==> src/rtl/portfolio_loader.sv <==
// portfolio_loader: accumulates signed position records, launches the risk engine and returns its scanning risk.
// Build option: define POS_SAT_EN to saturate position overflow instead of wrapping.
module portfolio_loader #(
   parameter int NUM_POS  = 8,
   parameter int POS_W    = 16,
   parameter int RISK_LAT = 2
) (
   input  logic                       clk,
   input  logic                       reset,
   input  logic                       rec_valid,
   output logic                       rec_ready,
   input  logic [$clog2(NUM_POS)-1:0] rec_idx,
   input  logic [POS_W-1:0]           rec_qty,
   input  logic                       rec_side,
   input  logic                       rec_last,
   input  logic [POS_W-1:0]           psr_in,
   output logic [NUM_POS*POS_W-1:0]   position,
   output logic [POS_W-1:0]           priceScanRange,
   output logic                       risk_en,
   input  logic [POS_W-1:0]           risk_in,
   output logic                       result_valid,
   input  logic                       result_ready,
   output logic [POS_W-1:0]           result_risk,
   output logic                       result_ovf
);

   typedef enum logic [1:0] {
      ST_LOAD = 2'd0,
      ST_RUN  = 2'd1,
      ST_DONE = 2'd2
   } state_t;

   localparam logic [POS_W-1:0] POS_MIN  = {1'b1, {(POS_W-1){1'b0}}};
`ifdef POS_SAT_EN
   localparam logic [POS_W-1:0] POS_MAX  = {1'b0, {(POS_W-1){1'b1}}};
`endif
   localparam logic [3:0]       LAT_LAST = 4'(RISK_LAT - 1);

   state_t           r_state;
   logic [POS_W-1:0] r_pos [NUM_POS];
   logic [POS_W-1:0] r_psr;
   logic             r_risk_en;
   logic             r_result_valid;
   logic [POS_W-1:0] r_result_risk;
   logic             r_result_ovf;
   logic             r_ovf;
   logic [3:0]       r_lat_cnt;

   logic             w_rec_hs;
   logic             w_neg_ovf;
   logic [POS_W-1:0] w_eq;
   logic [POS_W-1:0] w_cur;
   logic [POS_W:0]   w_sum_ext;
   logic             w_add_ovf;
   logic [POS_W-1:0] w_new_pos;
   logic             w_rec_ovf;

   assign w_rec_hs  = rec_valid & (r_state == ST_LOAD);
   // Negating the most negative value is the only way the signed quantity itself can overflow.
   assign w_neg_ovf = rec_side & (rec_qty == POS_MIN);
   assign w_cur     = r_pos[rec_idx];

`ifdef POS_SAT_EN
   assign w_eq      = w_neg_ovf ? POS_MAX : (rec_side ? -rec_qty : rec_qty);
`else
   assign w_eq      = rec_side ? -rec_qty : rec_qty;
`endif

   assign w_sum_ext = {w_cur[POS_W-1], w_cur} + {w_eq[POS_W-1], w_eq};
   assign w_add_ovf = w_sum_ext[POS_W] ^ w_sum_ext[POS_W-1];

`ifdef POS_SAT_EN
   assign w_new_pos = w_add_ovf ? (w_sum_ext[POS_W] ? POS_MIN : POS_MAX) : w_sum_ext[POS_W-1:0];
`else
   assign w_new_pos = w_sum_ext[POS_W-1:0];
`endif

   assign w_rec_ovf = w_neg_ovf | w_add_ovf;

   always_ff @(posedge clk or posedge reset) begin
      if (reset) begin
         r_state        <= ST_LOAD;
         for (int i = 0; i < NUM_POS; i++) r_pos[i] <= '0;
         r_psr          <= '0;
         r_risk_en      <= 1'b0;
         r_result_valid <= 1'b0;
         r_result_risk  <= '0;
         r_result_ovf   <= 1'b0;
         r_ovf          <= 1'b0;
         r_lat_cnt      <= '0;
      end else begin
         case (r_state)
            ST_LOAD: begin
               if (w_rec_hs) begin
                  r_pos[rec_idx] <= w_new_pos;
                  if (w_rec_ovf) r_ovf <= 1'b1;
                  if (rec_last) begin
                     r_psr     <= psr_in;
                     r_risk_en <= 1'b1;
                     r_lat_cnt <= '0;
                     r_state   <= ST_RUN;
                  end
               end
            end
            ST_RUN: begin
               r_lat_cnt <= r_lat_cnt + 4'd1;
               if (r_lat_cnt == LAT_LAST) begin
                  r_result_risk  <= risk_in;
                  r_result_ovf   <= r_ovf;
                  r_result_valid <= 1'b1;
                  r_state        <= ST_DONE;
               end
            end
            ST_DONE: begin
               // Clearing the bank here lets the next portfolio start from zero without an extra cycle.
               if (r_result_valid && result_ready) begin
                  r_result_valid <= 1'b0;
                  r_risk_en      <= 1'b0;
                  for (int i = 0; i < NUM_POS; i++) r_pos[i] <= '0;
                  r_ovf          <= 1'b0;
                  r_state        <= ST_LOAD;
               end
            end
            default: r_state <= ST_LOAD;
         endcase
      end
   end

   generate
      for (genvar gi = 0; gi < NUM_POS; gi++) begin : g_pos_out
         assign position[gi*POS_W +: POS_W] = r_pos[gi];
      end
   endgenerate

   assign rec_ready      = (r_state == ST_LOAD);
   assign priceScanRange = r_psr;
   assign risk_en        = r_risk_en;
   assign result_valid   = r_result_valid;
   assign result_risk    = r_result_risk;
   assign result_ovf     = r_result_ovf;

endmodule

==> config.mk <==
export PLATFORM = sky130hd
export DESIGN_NAME = portfolio_loader
export DESIGN_NICKNAME = d
export VERILOG_FILES = /design/src/rtl/portfolio_loader.sv
export SDC_FILE = /design/constraint.sdc
export NUM_CORES = 1
export LEC_CHECK = 0
export ABC_AREA = 1
export CAP_MARGIN = 20
export CELL_PAD_IN_SITES_DETAIL_PLACEMENT = 0
export CELL_PAD_IN_SITES_GLOBAL_PLACEMENT = 1
export CORE_ASPECT_RATIO = 1.5
export CORE_MARGIN = 2
export CORE_UTILIZATION = 33
export DETAILED_ROUTE_END_ITERATION = 6
export PLACE_DENSITY_LB_ADDON = 0.3
export SETUP_SLACK_MARGIN = 0.02
export SLEW_MARGIN = 20
export SYNTH_ARGS = -nofsm -noshare
export SYNTH_HDL_FRONTEND = slang
export SYNTH_SLANG_ARGS = --single-unit
==> constraint.sdc <==
create_clock -name clk -period 5.2 [get_ports clk]
set_input_delay 1.04 -clock clk [delete_from_list [all_inputs] [get_ports clk]]
set_output_delay 1.04 -clock clk [all_outputs]
set_load 0.05 [all_outputs]
======== Word level (Yosys, flattened, before mapping) ========
Cells that the tools add are included.
word-level totals
  register bits ........................... 170
  bits of input ports ..................... 57
  output and inout bits ................... 164
  word-level logic and storage cells ...... 76
cells by class
  add/sub/neg operators ................... 3
  $lt $le $gt $ge ......................... 2
  eq/ne operators ......................... 9
  mux-type cells .......................... 27
  bitwise operators ....................... 5
  reductions and logical operators ........ 14
operator list
  kind                                                                          count
  128-bit two-way mux                                                           2
  128-bit one-hot mux with 2 select lines                                       1
  128-bit bitwise mux                                                           1
  16-bit two-way mux                                                            4
  16-bit binary-select mux with 3-bit select                                    1
  16-bit demux with 3-bit select                                                1
  16-bit by 16-bit adder with 17-bit output                                     1
  16-bit equality test, second input constant                                   1
  16-bit negation                                                               1
  3-bit AND reduction                                                           4
  4-bit AND reduction                                                           3
  2-bit two-way mux                                                             4
  4-bit two-way mux                                                             2
  4-bit one-hot mux with 2 select lines                                         1
  1-bit two-way mux                                                             6
  2-bit by 1-bit != test with 1-bit output, second input constant               3
  1-bit one-hot mux with 2 select lines                                         3
  2-bit one-hot mux with 3 select lines                                         1
  2-bit nonzero test                                                            3
  4-bit by 1-bit adder with 4-bit output, second input constant                 1
  4-bit by 1-bit equality test with 1-bit output, second input constant         1
  4-bit greater-or-equal comparator, second input constant                      1
  4-bit by 1-bit less-than comparator with 1-bit output, second input constant  1
  2-bit != test, second input constant                                          2
  9 further kinds                                                               11

======== Longest topological paths before layout ========
  word-level depth ........................ 10
  depth in mapped cells ................... 23
  gate-level depth less buffers ........... 22

======== Worst setup path before layout ========
No wires, ideal clock.
  path type ............................... input port to flip-flop
  start point ............................. input rec_idx[0]
  end point ............................... register r_pos, in the netlist position[12]
  library setup time ...................... 129 ps
  arrival time ............................ 3403 ps
  required time ........................... 5071 ps
  slack ................................... 1669 ps
  stages .................................. 18
  buffers on the path ..................... 2
  path through ............................ inv_1 nand3_1 buf_4 o22ai_1 a221oi_1 nand4_1 ha_1 fa_1 nand2_1 nand2_1 nand3_1 nand2_1 nand3_1 nand2_1 or2_2 buf_2 nand3_1 o21ai_0
between the ends
  longest elaborated chain between the ends .. 8
  elaborated cells between the ends (all ways) .. 13
  classes of those cells .................. add/sub: 1; order compare: 2; mux: 8; bitwise: 1; reduce/logical: 1
ends and longest elaborated chain
  item                                                                                                line    text
  start: declaration                                                                                  12      input logic [$clog2(NUM_POS)-1:0] rec_idx,
  3-bit NOT with 4-bit output (not written as such) *                                                 61, 95
  16-bit binary-select mux with 3-bit select, or another cell as far along                            61      assign w_cur = r_pos[rec_idx];
  16-bit two-way mux (not written as such) / 1-bit logical AND (equally long branches)                61, 95
  16-bit two-way mux (on tied branches)                                                               61, 95
  16-bit by 16-bit adder with 17-bit output / 16-bit demux with 3-bit select (equally long branches)  69, 95
  128-bit bitwise mux *                                                                               95      r_pos[rec_idx] <= w_new_pos;
  128-bit two-way mux *                                                                               94      if (w_rec_hs) begin
  128-bit one-hot mux with 2 select lines *                                                           92      case (r_state)
  end signal: indexed assignment                                                                      95
  end: declaration                                                                                    40      logic [POS_W-1:0] r_pos [NUM_POS];
Mark *: on every way between the ends. The rest lies on a longest branch, timed or not. The select of a mux whose other input is x is not followed.
A chain may end at the register's enable or synchronous reset.

======== Worst setup path after layout ========
  start point ............................. input rec_idx[2]
  end point ............................... register r_pos, in the netlist position[126]
The elaborated chain is that of the path after synthesis.

==> run metrics <==
Synth warnings 0; largest net degree at the start of global routing 73; Hold-fix buffers, CTS 0; EDFF count, synth 0; area delta synth->final 38.3%; Final Hold Viols 0; Worst setup EP type flop; Synth Register Bits 170; WP data required 5.52 ns; Hold Path Depth 2; Static Leak 5.45 nW; startpoint types input port; RSZ-0062 raised after global routing no; Die X 134 µm; Netlist cell types 45; pwr/cell area 801 nW/µm²; CTS clk-pin slew, worst paths 0.06 ns; Max Root-Sink Buffers 2; GRT Util Overall 24.3%; Worst Hold Class reg2reg; Slew Limit Fails 0; first drt pass iteration count 6; routed wire length 31.6 mm; Die Ht 199 µm; GP Congestion 0.913; H-tree Lvls 4; Setup Viol. Count Final 0; Final Skew 0.00963 ns; Syn Area/Cell 8.44 µm²; Synth area leader dfrtp_1; first-pass GRT wire length 48.5 mm; I/O Buffers 220; TritonCTS Buffers 17; fillers 2505; # diodes 0; top cells by area, synth dfrtp_1 (51%), nand2_1 (13%), o21ai_0 (4.9%), inv_1 (4.7%), o22ai_1 (4.0%); setup bufs post-CTS 0; initial antenna violation count 0; Async SR Flop Fraction 100%; Post-synth top cells nand2_1 (282), dfrtp_1 (170), inv_1 (106); WL/cell 20.2 µm; post_cts resized 0; Final Cycle Share 82.8%; 1st-iter DRT viols 594; CTS tree yes; DRC 0; clk_lat worst skew 0.44 ns; full die area 26800 µm²; minimum clock period 4.31 ns; final core utilization 46.3%; vias post-DR 8057; clock net sink count 170; vias in the first global route 8365; Cell Area, Synth 8390 µm²; status complete, no violations; Syn Inst Count 994; Syn Nets 1071; root buf cell clkbuf_16; top-count cell post-synth nand2_1; Final nets 1300; # rows 71; CORE AREA 25100 µm²; setup tns final 0 ns; cells on worst reg2reg path 15; grt total ovfl 0; Crit Path Class in2reg; top_reg_cell synth dfrtp_1; FMAX 0.232 GHz; Peak VDD IR 0.416 mV; worst slew pin tran 0.772 ns; Initial Util 33.5%; Detail Placement HPWL 24.1 mm; Via density 5.15; critical path arrival 4.63 ns; Max-Cap Viols 0; fraction of layout cells with a size suffix above 1 7.37%; IO Pins 221; Final ANT Viol Nets 0; relative slew slack 48.1%; post-synth top area share 50.7%; sequential-to-total area share from yosys stat 50.7%; crit path max fanout 8
==> power by group <==
group | internal [mW] | switching [mW] | leakage (nW) | total [mW]
combinational | 1.71 | 3.73 | 3.02 | 5.44
sequential | 1.95 | 0.624 | 2.15 | 2.58
clock | 0.742 | 0.535 | 0.280 | 1.28
total | 4.41 | 4.89 | 5.45 | 9.29
==> area by class of cell <==
class / count / area (µm²) / share of cell area, %
sequential: 170 / 4250 / 36.7
tap: 328 / 410 / 3.54
timing repair buffer: 240 / 2360 / 20.4
clock inverter: 7 / 91.3 / 0.787
clock buffer: 24 / 482 / 4.15
inverter: 114 / 432 / 3.72
multi-input combinational: 680 / 3570 / 30.8
==> worst paths after layout <==
kind,startpoint,endpoint,slack (ns)
min in group asynchronous,reset,position[54],1.01
max reg2reg,position[48],position[126],2.16
min reg2reg,priceScanRange[13],priceScanRange[13],0.48
max in group asynchronous,reset,position[122],3.30
min,priceScanRange[13],priceScanRange[13],0.48
max,rec_idx[2],position[126],0.89
==> flip-flops by register name (all words and copies together), names as in the netlist <==
name and cells:
position 128, priceScanRange 16, r_lat_cnt 4, r_ovf 1, r_state 2, result_ovf 1
result_risk 16, result_valid 1, risk_en 1
==> layout by cell type, fill, tap and decap left out, types with 3 or more instances in the layout <==
master,instances
clkbuf_16,17
ha_1,19
a22oi_1,4
nand3_1,56
clkbuf_1,4
a221oi_1,5
nor3_1,3
a21oi_1,18
a21oi_2,5
o22a_1,3
o22ai_1,54
nor2_1,58
inv_1,105
xnor2_1,8
or2_2,7
clkdlybuf4s50_1,220
mux2_2,17
clkbuf_8,3
xor2_1,17
nand4_1,7
o211ai_1,5
o21ai_0,83
a31oi_1,4
buf_4,19
inv_2,6
o21ai_1,3
nand2_1,282
o2111ai_1,3
dfrtp_1,170
clkinv_2,3
==> critical path, cell delays in order <==
cell and delay (ns):
clkdlybuf4s50_1 0.63, inv_1 0.13, nand3_1 0.25, inv_1 0.15, a221oi_1 0.41, nand4_1 0.14
ha_1 0.24, fa_1 0.41, nand2_1 0.08, nand2_1 0.07, and2_1 0.16, nand3_1 0.08
nand3_1 0.18, nand3_1 0.14, nand3_1 0.28, nand3_1 0.19, nand2_1 0.06
==> kinds of logic (layout without fill, tap and decap cells) <==
logic type | after synthesis | in the layout | share of synthesized area, %
fa+ha+maj | 20 | 20 | 3.07
buf+inv | 144 | 385 | 6.78
mux | 17 | 17 | 2.28
flops | 170 | 170 | 50.7
simple gates | 424 | 424 | 20.8
xor+xnor | 25 | 25 | 2.61
compound gates | 194 | 194 | 13.7
==> layer usage <==
metal	global-route usage [%]	wire [µm]
met4	11.8	1320
met3	5.71	2300
met2	42.6	15900
met1	27.7	12100
met5	0	0
==> per-stage QoR <==
step | instance area, µm² | hold WS [ns] | std cells | setup slack [ns] | power [mW]
5_1_grt | 11600 | 0.502 | 1563 | 0.602 | 9.76
3_3_place_gp | 11000 | 0.461 | 1532 | 0.641 | 8.01
3_5_place_dp | 11000 | 0.464 | 1532 | 0.519 | 8.02
2_1_floorplan | 8400 | 0.438 | 994 | 1.67 | 5.90
6_report | 11600 | 0.480 | 1563 | 0.892 | 9.29
4_1_cts | 11600 | 0.482 | 1563 | 0.976 | 9.33
Note: power is estimated with default switching activity, not from simulation.
